===== src/rtl/simon_axil_pkg.sv =====
// Shared definitions for the Simon AXI4-Lite register bank: register offsets,
// response codes, channel FSM states and CTRL/STATUS bit positions.
package simon_axil_pkg;

    localparam logic [5:0] OFF_CTRL   = 6'h00;
    localparam logic [5:0] OFF_STATUS = 6'h04;
    localparam logic [5:0] OFF_KEY0   = 6'h08;
    localparam logic [5:0] OFF_KEY1   = 6'h0C;
    localparam logic [5:0] OFF_KEY2   = 6'h10;
    localparam logic [5:0] OFF_KEY3   = 6'h14;
    localparam logic [5:0] OFF_DIN0   = 6'h18;
    localparam logic [5:0] OFF_DIN1   = 6'h1C;
    localparam logic [5:0] OFF_DOUT0  = 6'h20;
    localparam logic [5:0] OFF_DOUT1  = 6'h24;

    typedef enum logic [1:0] {
        OKAY   = 2'b00,
        SLVERR = 2'b10
    } axil_resp_e;

    typedef enum logic {W_IDLE, W_RESP} wr_state_e;
    typedef enum logic {R_IDLE, R_DATA} rd_state_e;

    localparam int CTRL_START   = 0;
    localparam int CTRL_DECRYPT = 1;
    localparam int CTRL_IRQ_EN  = 2;

    localparam int ST_BUSY      = 0;
    localparam int ST_DONE      = 1;
    localparam int ST_START_ERR = 2;

    function automatic logic [31:0] apply_wstrb(input logic [31:0] old_val,
                                                 input logic [31:0] new_val,
                                                 input logic [3:0]  strb);
        logic [31:0] res;
        for (int b = 0; b < 4; b++)
            res[b*8 +: 8] = strb[b] ? new_val[b*8 +: 8] : old_val[b*8 +: 8];
        return res;
    endfunction

endpackage


===== src/rtl/simon_axil_rdmux.sv =====
// Combinational read decode: selects the register addressed by rd_off and
// flags unaligned or unmapped offsets as SLVERR with zero data.
module simon_axil_rdmux
    import simon_axil_pkg::*;
(
    input  logic [5:0]   rd_off,
    input  logic         ctrl_decrypt,
    input  logic         ctrl_irq_en,
    input  logic         st_busy,
    input  logic         st_done,
    input  logic         st_start_err,
    input  logic [127:0] key,
    input  logic [63:0]  din,
    input  logic [63:0]  dout,
    output logic [31:0]  rdata,
    output logic [1:0]   rresp
);

    always_comb begin
        rdata = '0;
        rresp = OKAY;
        if (rd_off[1:0] != 2'b00) begin
            rresp = SLVERR;
        end else begin
            case (rd_off)
                OFF_CTRL: begin
                    rdata[CTRL_DECRYPT] = ctrl_decrypt;
                    rdata[CTRL_IRQ_EN]  = ctrl_irq_en;
                end
                OFF_STATUS: begin
                    rdata[ST_BUSY]      = st_busy;
                    rdata[ST_DONE]      = st_done;
                    rdata[ST_START_ERR] = st_start_err;
                end
                OFF_KEY0:  rdata = key[31:0];
                OFF_KEY1:  rdata = key[63:32];
                OFF_KEY2:  rdata = key[95:64];
                OFF_KEY3:  rdata = key[127:96];
                OFF_DIN0:  rdata = din[31:0];
                OFF_DIN1:  rdata = din[63:32];
                OFF_DOUT0: rdata = dout[31:0];
                OFF_DOUT1: rdata = dout[63:32];
                default:   rresp = SLVERR;
            endcase
        end
    end

endmodule


===== src/rtl/simon_axil_regs.sv =====
// AXI4-Lite register bank in front of the Simon cipher core.
// Define SIMON_AXIL_IRQ_EN to enable CTRL.irq_en and the registered irq output.
module simon_axil_regs
    import simon_axil_pkg::*;
#(
    parameter int ADDR_WIDTH = 32
) (
    input  logic                  aclk,
    input  logic                  arst,
    input  logic [ADDR_WIDTH-1:0] awaddr,
    input  logic                  awvalid,
    output logic                  awready,
    input  logic [31:0]           wdata,
    input  logic [3:0]            wstrb,
    input  logic                  wvalid,
    output logic                  wready,
    output logic [1:0]            bresp,
    output logic                  bvalid,
    input  logic                  bready,
    input  logic [ADDR_WIDTH-1:0] araddr,
    input  logic                  arvalid,
    output logic                  arready,
    output logic [31:0]           rdata,
    output logic [1:0]            rresp,
    output logic                  rvalid,
    input  logic                  rready,
    output logic [127:0]          core_key,
    output logic [63:0]           core_din,
    output logic                  core_decrypt,
    output logic                  core_start,
    input  logic [63:0]           core_dout,
    input  logic                  core_done,
    output logic                  irq
);

    wr_state_e        wr_state_q, wr_state_d;
    rd_state_e        rd_state_q, rd_state_d;
    logic             aw_held_q, aw_held_d, w_held_q, w_held_d;
    logic [5:0]       aw_addr_q, aw_addr_d;
    logic [31:0]      w_data_q, w_data_d;
    logic [3:0]       w_strb_q, w_strb_d;
    logic [1:0]       bresp_q, bresp_d, rresp_q, rresp_d;
    logic [31:0]      rdata_q, rdata_d;

    logic [3:0][31:0] key_q, key_d;
    logic [1:0][31:0] din_q, din_d;
    logic [63:0]      dout_q, dout_d;
    logic             decrypt_q, decrypt_d, irq_en_q, irq_en_d;
    logic             busy_q, busy_d, done_q, done_d, start_err_q, start_err_d;
    logic             core_start_q, core_start_d, irq_q, irq_d;

    logic             aw_hs, w_hs, ar_hs, wr_fire, wr_ok, status_rd, start_req;
    logic [5:0]       wr_off;
    logic [31:0]      wr_data, mux_rdata;
    logic [3:0]       wr_strb;
    logic [1:0]       mux_rresp;
    logic             unused_addr;

    assign unused_addr = ^{awaddr[ADDR_WIDTH-1:6], araddr[ADDR_WIDTH-1:6]};

    assign aw_hs   = awvalid & awready;
    assign w_hs    = wvalid & wready;
    assign ar_hs   = arvalid & arready;
    // A channel handshaking this cycle counts as held, so the commit lands on
    // the edge of the later handshake and bvalid shows up the cycle after.
    assign wr_off  = aw_held_q ? aw_addr_q : awaddr[5:0];
    assign wr_data = w_held_q ? w_data_q : wdata;
    assign wr_strb = w_held_q ? w_strb_q : wstrb;
    assign wr_fire = (wr_state_q == W_IDLE) & (aw_held_q | aw_hs) & (w_held_q | w_hs);
    assign status_rd = ar_hs & (araddr[5:0] == OFF_STATUS);

    always_comb begin
        wr_ok = 1'b0;
        if (wr_off[1:0] == 2'b00) begin
            case (wr_off)
                OFF_CTRL, OFF_KEY0, OFF_KEY1, OFF_KEY2, OFF_KEY3,
                OFF_DIN0, OFF_DIN1: wr_ok = 1'b1;
                default:            wr_ok = 1'b0;
            endcase
        end
    end

    // ---------------- write channel FSM ----------------
    always_ff @(posedge aclk) begin
        if (arst) wr_state_q <= W_IDLE;
        else      wr_state_q <= wr_state_d;
    end

    always_comb begin
        wr_state_d = wr_state_q;
        aw_held_d  = aw_held_q;
        w_held_d   = w_held_q;
        aw_addr_d  = aw_addr_q;
        w_data_d   = w_data_q;
        w_strb_d   = w_strb_q;
        bresp_d    = bresp_q;
        case (wr_state_q)
            W_IDLE: begin
                if (aw_hs) begin
                    aw_held_d = 1'b1;
                    aw_addr_d = awaddr[5:0];
                end
                if (w_hs) begin
                    w_held_d = 1'b1;
                    w_data_d = wdata;
                    w_strb_d = wstrb;
                end
                if (wr_fire) begin
                    wr_state_d = W_RESP;
                    aw_held_d  = 1'b0;
                    w_held_d   = 1'b0;
                    bresp_d    = wr_ok ? OKAY : SLVERR;
                end
            end
            W_RESP: if (bready) wr_state_d = W_IDLE;
            default: wr_state_d = W_IDLE;
        endcase
    end

    always_comb begin
        awready = (wr_state_q == W_IDLE) & ~aw_held_q;
        wready  = (wr_state_q == W_IDLE) & ~w_held_q;
        bvalid  = (wr_state_q == W_RESP);
        bresp   = bresp_q;
    end

    // ---------------- read channel FSM ----------------
    always_ff @(posedge aclk) begin
        if (arst) rd_state_q <= R_IDLE;
        else      rd_state_q <= rd_state_d;
    end

    // Data is captured at AR acceptance, so it reflects register state before
    // any write or core_done landing on the same edge.
    always_comb begin
        rd_state_d = rd_state_q;
        rdata_d    = rdata_q;
        rresp_d    = rresp_q;
        case (rd_state_q)
            R_IDLE: if (arvalid) begin
                rd_state_d = R_DATA;
                rdata_d    = mux_rdata;
                rresp_d    = mux_rresp;
            end
            R_DATA: if (rready) rd_state_d = R_IDLE;
            default: rd_state_d = R_IDLE;
        endcase
    end

    always_comb begin
        arready = (rd_state_q == R_IDLE);
        rvalid  = (rd_state_q == R_DATA);
        rdata   = rdata_q;
        rresp   = rresp_q;
    end

    simon_axil_rdmux u_rdmux (
        .rd_off       (araddr[5:0]),
        .ctrl_decrypt (decrypt_q),
        .ctrl_irq_en  (irq_en_q),
        .st_busy      (busy_q),
        .st_done      (done_q),
        .st_start_err (start_err_q),
        .key          (key_q),
        .din          (din_q),
        .dout         (dout_q),
        .rdata        (mux_rdata),
        .rresp        (mux_rresp)
    );

    // ---------------- register bank ----------------
    always_comb begin
        key_d        = key_q;
        din_d        = din_q;
        dout_d       = dout_q;
        decrypt_d    = decrypt_q;
        irq_en_d     = irq_en_q;
        busy_d       = busy_q;
        done_d       = done_q;
        start_err_d  = start_err_q;
        core_start_d = 1'b0;
        start_req    = 1'b0;
        if (wr_fire && wr_ok) begin
            case (wr_off)
                OFF_CTRL: if (wr_strb[0]) begin
                    decrypt_d = wr_data[CTRL_DECRYPT];
`ifdef SIMON_AXIL_IRQ_EN
                    irq_en_d  = wr_data[CTRL_IRQ_EN];
`endif
                    start_req = wr_data[CTRL_START];
                end
                OFF_KEY0: key_d[0] = apply_wstrb(key_q[0], wr_data, wr_strb);
                OFF_KEY1: key_d[1] = apply_wstrb(key_q[1], wr_data, wr_strb);
                OFF_KEY2: key_d[2] = apply_wstrb(key_q[2], wr_data, wr_strb);
                OFF_KEY3: key_d[3] = apply_wstrb(key_q[3], wr_data, wr_strb);
                OFF_DIN0: din_d[0] = apply_wstrb(din_q[0], wr_data, wr_strb);
                OFF_DIN1: din_d[1] = apply_wstrb(din_q[1], wr_data, wr_strb);
                default: ;
            endcase
        end
        // Ordering gives set-over-clear: read clears first, core_done sets after.
        if (status_rd) begin
            done_d      = 1'b0;
            start_err_d = 1'b0;
        end
        if (core_done) begin
            dout_d = core_dout;
            busy_d = 1'b0;
            done_d = 1'b1;
        end
        if (start_req) begin
            if (busy_q) begin
                start_err_d = 1'b1;
            end else begin
                core_start_d = 1'b1;
                busy_d       = 1'b1;
                done_d       = 1'b0;
            end
        end
`ifdef SIMON_AXIL_IRQ_EN
        irq_d = done_d & irq_en_d;
`else
        irq_d = 1'b0;
`endif
    end

    always_ff @(posedge aclk) begin
        if (arst) begin
            aw_held_q    <= 1'b0;
            w_held_q     <= 1'b0;
            aw_addr_q    <= '0;
            w_data_q     <= '0;
            w_strb_q     <= '0;
            bresp_q      <= '0;
            rdata_q      <= '0;
            rresp_q      <= '0;
            key_q        <= '0;
            din_q        <= '0;
            dout_q       <= '0;
            decrypt_q    <= 1'b0;
            irq_en_q     <= 1'b0;
            busy_q       <= 1'b0;
            done_q       <= 1'b0;
            start_err_q  <= 1'b0;
            core_start_q <= 1'b0;
            irq_q        <= 1'b0;
        end else begin
            aw_held_q    <= aw_held_d;
            w_held_q     <= w_held_d;
            aw_addr_q    <= aw_addr_d;
            w_data_q     <= w_data_d;
            w_strb_q     <= w_strb_d;
            bresp_q      <= bresp_d;
            rdata_q      <= rdata_d;
            rresp_q      <= rresp_d;
            key_q        <= key_d;
            din_q        <= din_d;
            dout_q       <= dout_d;
            decrypt_q    <= decrypt_d;
            irq_en_q     <= irq_en_d;
            busy_q       <= busy_d;
            done_q       <= done_d;
            start_err_q  <= start_err_d;
            core_start_q <= core_start_d;
            irq_q        <= irq_d;
        end
    end

    assign core_key     = key_q;
    assign core_din     = din_q;
    assign core_decrypt = decrypt_q;
    assign core_start   = core_start_q;
    assign irq          = irq_q;

endmodule


===== config.mk =====
export PLATFORM = sky130hd
export DESIGN_NAME = simon_axil_regs
export DESIGN_NICKNAME = d
export VERILOG_FILES = /design/src/rtl/simon_axil_pkg.sv /design/src/rtl/simon_axil_rdmux.sv /design/src/rtl/simon_axil_regs.sv
export SDC_FILE = /design/constraint.sdc
export NUM_CORES = 1
export LEC_CHECK = 0
export CAP_MARGIN = 15
export CORE_MARGIN = 3
export CORE_UTILIZATION = 25
export DETAILED_ROUTE_END_ITERATION = 7
export DONT_BUFFER_PORTS = 1
export GPL_TIMING_DRIVEN = 0
export PLACE_DENSITY = 0.35
export SYNTH_ARGS = -nofsm -noshare
export SYNTH_HDL_FRONTEND = slang
export SYNTH_SLANG_ARGS = --single-unit

===== constraint.sdc =====
create_clock -name aclk -period 2.5 [get_ports aclk]
set_input_delay 0.625 -clock aclk [delete_from_list [all_inputs] [get_ports aclk]]
set_output_delay 0.625 -clock aclk [all_outputs]
set_load 0.03 [all_outputs]

# After elaboration in Yosys (flattened, before gate mapping)

Cells that the tools add are included.
Widths: inputs -> output; s select.

Bits in registers: 343

Muxes and demuxes: 36
Bitwise gates (word level): 15
Equal/unequal tests: 15
Reduce and logical (&&, ||, !) cells: 41

Operators by type and width:

| kind               | count |
|---|---|
| $pmux 29 s8        | 1 |
| $reduce_and 3->1   | 25 |
| $mux 32            | 2 |
| $eq 6x5->1 const B | 8 |
| $eq 6x4->1 const B | 4 |
| $mux 1             | 24 |
| $pmux 2 s10        | 1 |
| $eq 6x6->1 const B | 2 |
| $logic_not 6->1    | 2 |
| $reduce_and 2->1   | 6 |
| $reduce_or 10->1   | 1 |
| $pmux 1 s9         | 1 |
| $and 1x1->1        | 8 |
| $reduce_or 7->1    | 1 |
| $eq 6x3->1 const B | 1 |
| $mux 2             | 3 |
| $mux 6             | 1 |
| $reduce_bool 2->1  | 3 |
| $not 1->1          | 5 |
| $mux 4             | 1 |
| $pmux 1 s2         | 2 |
| $logic_not 2->1    | 1 |
| $or 1x1->1         | 2 |
| $reduce_or 2->1    | 1 |
| $logic_and 1x1->1  | 1 |

# Depth between registers and ports, before layout

Depth in word-level cells: 10
Mapped depth: 9

# Modules after synthesis

A second synthesis with hierarchy kept.

Cells, all modules: 1,643
Area, all modules: 15,901.5 µm²

Modules (own cells, without submodules):

| module           | area an instance (µm²) | seq. area each (µm²) | times used | cells each |
|---|---|---|---|---|
| simon_axil_regs  | 13,705.6               | 6,846.6              | 1          | 1,358 |
| simon_axil_rdmux | 2,195.9                | 0.0                  | 1          | 285 |

# Worst setup path before layout

Ideal clock, no wire load.

Path type: input port to flip-flop
From: in araddr[5]
To: reg rdata_q[5], in the netlist rdata[5]
Arrival time: 2.076 ns
Data required time: 2.383 ns
Stages: 7
Path slack: 0.307 ns
Path through: buf_2 > nor2_1 > and4_1 > buf_2 > a22o_1 > or4_1 > a22o_1

Longest elaborated chain between the ends: 3

RTL lines:

| element                            | line                   | source |
|---|---|---|
| from (decl)                        | simon_axil_regs.sv:20  | `input logic [ADDR_WIDTH-1:0] araddr,` |
| $eq 6x6->1 (tied with other cells) | simon_axil_rdmux.sv:25 | `case (rd_off)` |
| $pmux 29 s8 (*)                    | simon_axil_rdmux.sv:25 |  |
| $mux 32 (*)                        | simon_axil_rdmux.sv:22 | `if (rd_off[1:0] != 2'b00) begin` |
| to (signal assigned)               | simon_axil_regs.sv:254 | `rdata_q <= rdata_d;` |
| to (decl)                          | simon_axil_regs.sv:43  | `logic [31:0] rdata_q, rdata_d;` |

Mark *: on every way between the ends. The rest lies on a longest branch, timed or not.
A chain may end at the register's enable or synchronous reset.

# Worst setup path in the final report

From: in araddr[4]
To: reg rdata_q[23], in the netlist rdata[23]

Same word-level chain as after synthesis.

==> flow_summary.ini <==
[worst_setup_path]
cp-start-kind = input pin
worstSetupPathType = input pin to register
critPathRequiredTime_ps = 3010
worstSetupStartpoint = araddr[4]
crit_fanout = 10
setup.worst_path.end_class = register
worstRegToRegCells = 8
reg2reg_slack_ps = 60
cp-endpoint = rdata[23]
arrival_ps = 2960
r2r-end = core_key[120]
r2r_start = aw_held_q

[placed_design]
placed_area_mm2 = 0.0156
dp.cells = 2355
gp_congestion = 0.819
portBuffers = 0
hpwl_um = 56600

[power_and_ir_drop]
total_power_mw = 13.2
ir_drop_uv = 383
p_leak_nw = 6.47
p_per_area_mw_per_mm2 = 772

[flow_run]
cap_violations = 0

[clock_tree]
clock_latency_ps = 570
cts_buffers = 44
h-tree-depth = 2
cts_root_buffer = clkbuf_16
cts_post_setup_buffers_inserted = 0
cts_sinks = 341
cts_tree = yes
post_cts_resize_count = 20
hold_buffers = 0
clkTransAtPathRegs_ps = 60
max-clock-path-buffers = 3

[timing]
timing.slew.headroom_pct = 23.0
min_period_ps = 2450
tightest_slew_ps = 1150
skew_ps = 12.7
timing.fmax_mhz = 409
hold_viol_final = 0
rsz0062_at_grt = true
report.final.slew_viol_count = 0
hold_ws_ps = 188
period_share_pct = 97.9
setup_viol = 0

[synthesis]
synth-edff-count = 0
async_reset_ff_share_pct = 0
syn_area_per_cell_um2 = 9.14
synth_cells = 1596
ys_seq_area_share_pct = 46.8
ys.flop_type = dfxtp_1
synth.distinct_cells = 62
yosys_warnings = 0
ys_seq_elements = 341
synth_area_mm2 = 0.0146

[final_layout]
multi_input_area_mm2 = 0.00716
area_growth_pct = 17.4
final_cell_area_mm2 = 0.0171
utilization_pct = 30.0
stdcell_count = 2435
drive_gt1_share_pct = 15.7
nets = 1817
fillerInstances = 6106
seq_area_mm2 = 0.00683

[detailed_routing]
drt-total-wl_um = 71400
drt_pass1_iterations = 5
routed.top_layer = met5
num_vias = 12400
drt-vias-per-instance = 5.08
antenna_left = 0
wl_met2_um = 32900
drc = 0
drt-met1-wl_um = 30200
post_drt_wl_per_cell_um = 29.3
drtIter0Drc = 885
met3_length_um = 6740

[global_route]
gr-usage-all-layers_pct = 22.5
grt_pass1_vias = 11900
grt_pass1_wl_um = 97200
grt-ovfl-total = 0
grt_max_degree = 12
antenna_found_initial = 4

[floorplanning]
core_area_mm2 = 0.0570
die_w_um = 248
initial_core_util_pct = 25.6
die_h_um = 248
die_area_mm2 = 0.0613
io_pins = 408
rows = 87

[run_status]
status = finished, final reports clean

[worst_hold_path]
min_path_type = input pin to register
[per-layer routing]
| metal | vias to the layer above | track usage (%) |
|---|---|---|
| li1 | 5848 | - |
| met1 | 5973 | 28.6 |
| met2 | 462 | 36.5 |
| met3 | 86 | 8.17 |
| met4 | 2 | 5.06 |
| met5 | - | 0 |
[synth_stat cells, types with 6 or more instances]
cell type	count	share of area, %
nand3_1	133	4.6
o22ai_1	48	2.1
a22o_1	12	0.72
or3_1	9	0.39
nor3_1	10	0.34
buf_2	42	1.4
a31o_2	8	0.48
mux2_2	32	2.5
mux2i_1	184	13
inv_1	6	0.15
o21ai_2	44	2.6
dfxtp_1	341	47
nor4_1	11	0.47
nand2_1	213	5.5
nor2_1	98	2.5
o21ai_0	67	2.3
nand3_2	11	0.75
o21ai_1	53	1.8
or4_1	14	0.72
buf_6	12	0.93
a22oi_1	50	2.6
buf_1	17	0.44
clkbuf_1	66	1.7
a21oi_1	45	1.5
[flip-flops by register name (all words and copies together) (netlist names)]
name	flops
w_data_q	32
core_start	1
core_din	64
aw_addr_q	6
w_held_q	1
rresp	1
core_decrypt	1
start_err_q	1
busy_q	1
bresp	1
rdata	32
bvalid	1
dout_q	64
core_key	128
done_q	1
rvalid	1
w_strb_q	4
aw_held_q	1
[worst min path at each step]
| stage | start | endpoint | slack (ps) | depth (start not counted) |
|---|---|---|---|---|
| after global routing | wdata[9] | w_data_q[9] | 170 | 2 |
| after global placement | w_data_q[7] | w_data_q[7] | 440 | 2 |
| final | wdata[7] | w_data_q[7] | 190 | 2 |
| after detailed placement | w_data_q[13] | w_data_q[13] | 440 | 2 |
| after CTS | wdata[7] | w_data_q[7] | 160 | 2 |
| after floorplan | w_data_q[10] | w_data_q[10] | 430 | 2 |
[layout make-up]
cell class / count / area share, %
buffer: 141 / 4.08
clock buffer: 70 / 7.77
tap: 756 / 5.52
sequential: 341 / 39.9
multi-input combinational: 1110 / 41.8
inverter: 6 / 0.132
clock inverter: 8 / 0.709
timing repair buffer: 1 / 0.0438
antenna: 2 / 0.0292
[metrics by stage]
stage                     setup slack [ps]  TNS (ps)
after CTS                            -18.6      -130
after global routing                  -152     -2360
after detailed placement              -848    -52710
final                                 52.5         0
after global placement                -904    -52570
after floorplan                        307         0
[worst max-delay path: stages]
cell	delay, ps
buf_2	170
nor2b_1	330
buf_2	360
buf_2	390
nand3_2	390
o22ai_2	450
o21ai_0	140
nand2_1	70
[cells in the final DEF, fill, tap and decap left out, types with 32 or more instances in the layout]
master / synthesis / layout
nand3_1: 133 / 131
o22ai_1: 48 / 40
dfxtp_1: 341 / 340
nand2_1: 213 / 209
mux2_2: 32 / 32
a22oi_1: 50 / 50
mux2i_1: 184 / 184
clkbuf_1: 66 / 77
o21ai_0: 67 / 67
buf_2: 42 / 42
nor2_1: 98 / 97
o21ai_1: 53 / 53
clkbuf_16: 0 / 45
o21ai_2: 44 / 44
a21oi_1: 45 / 45
[kinds of logic after synthesis]
kind of cell	synth area share [%]
XOR/XNOR	0.120
buffers and inverters	4.86
flip-flops	46.8
multiplexers	15.1
AND/OR/NAND/NOR	17.1
AO/OA/AOI/OAI	16.0
other	0.0257
[where the power goes]
part | total (mW) | internal, mW | switching [mW]
registers | 5.69 | 5.56 | 0.121
clock network | 6.48 | 3.93 | 2.55
logic | 1.05 | 0.304 | 0.749
Power figures use the tool's default switching activity.
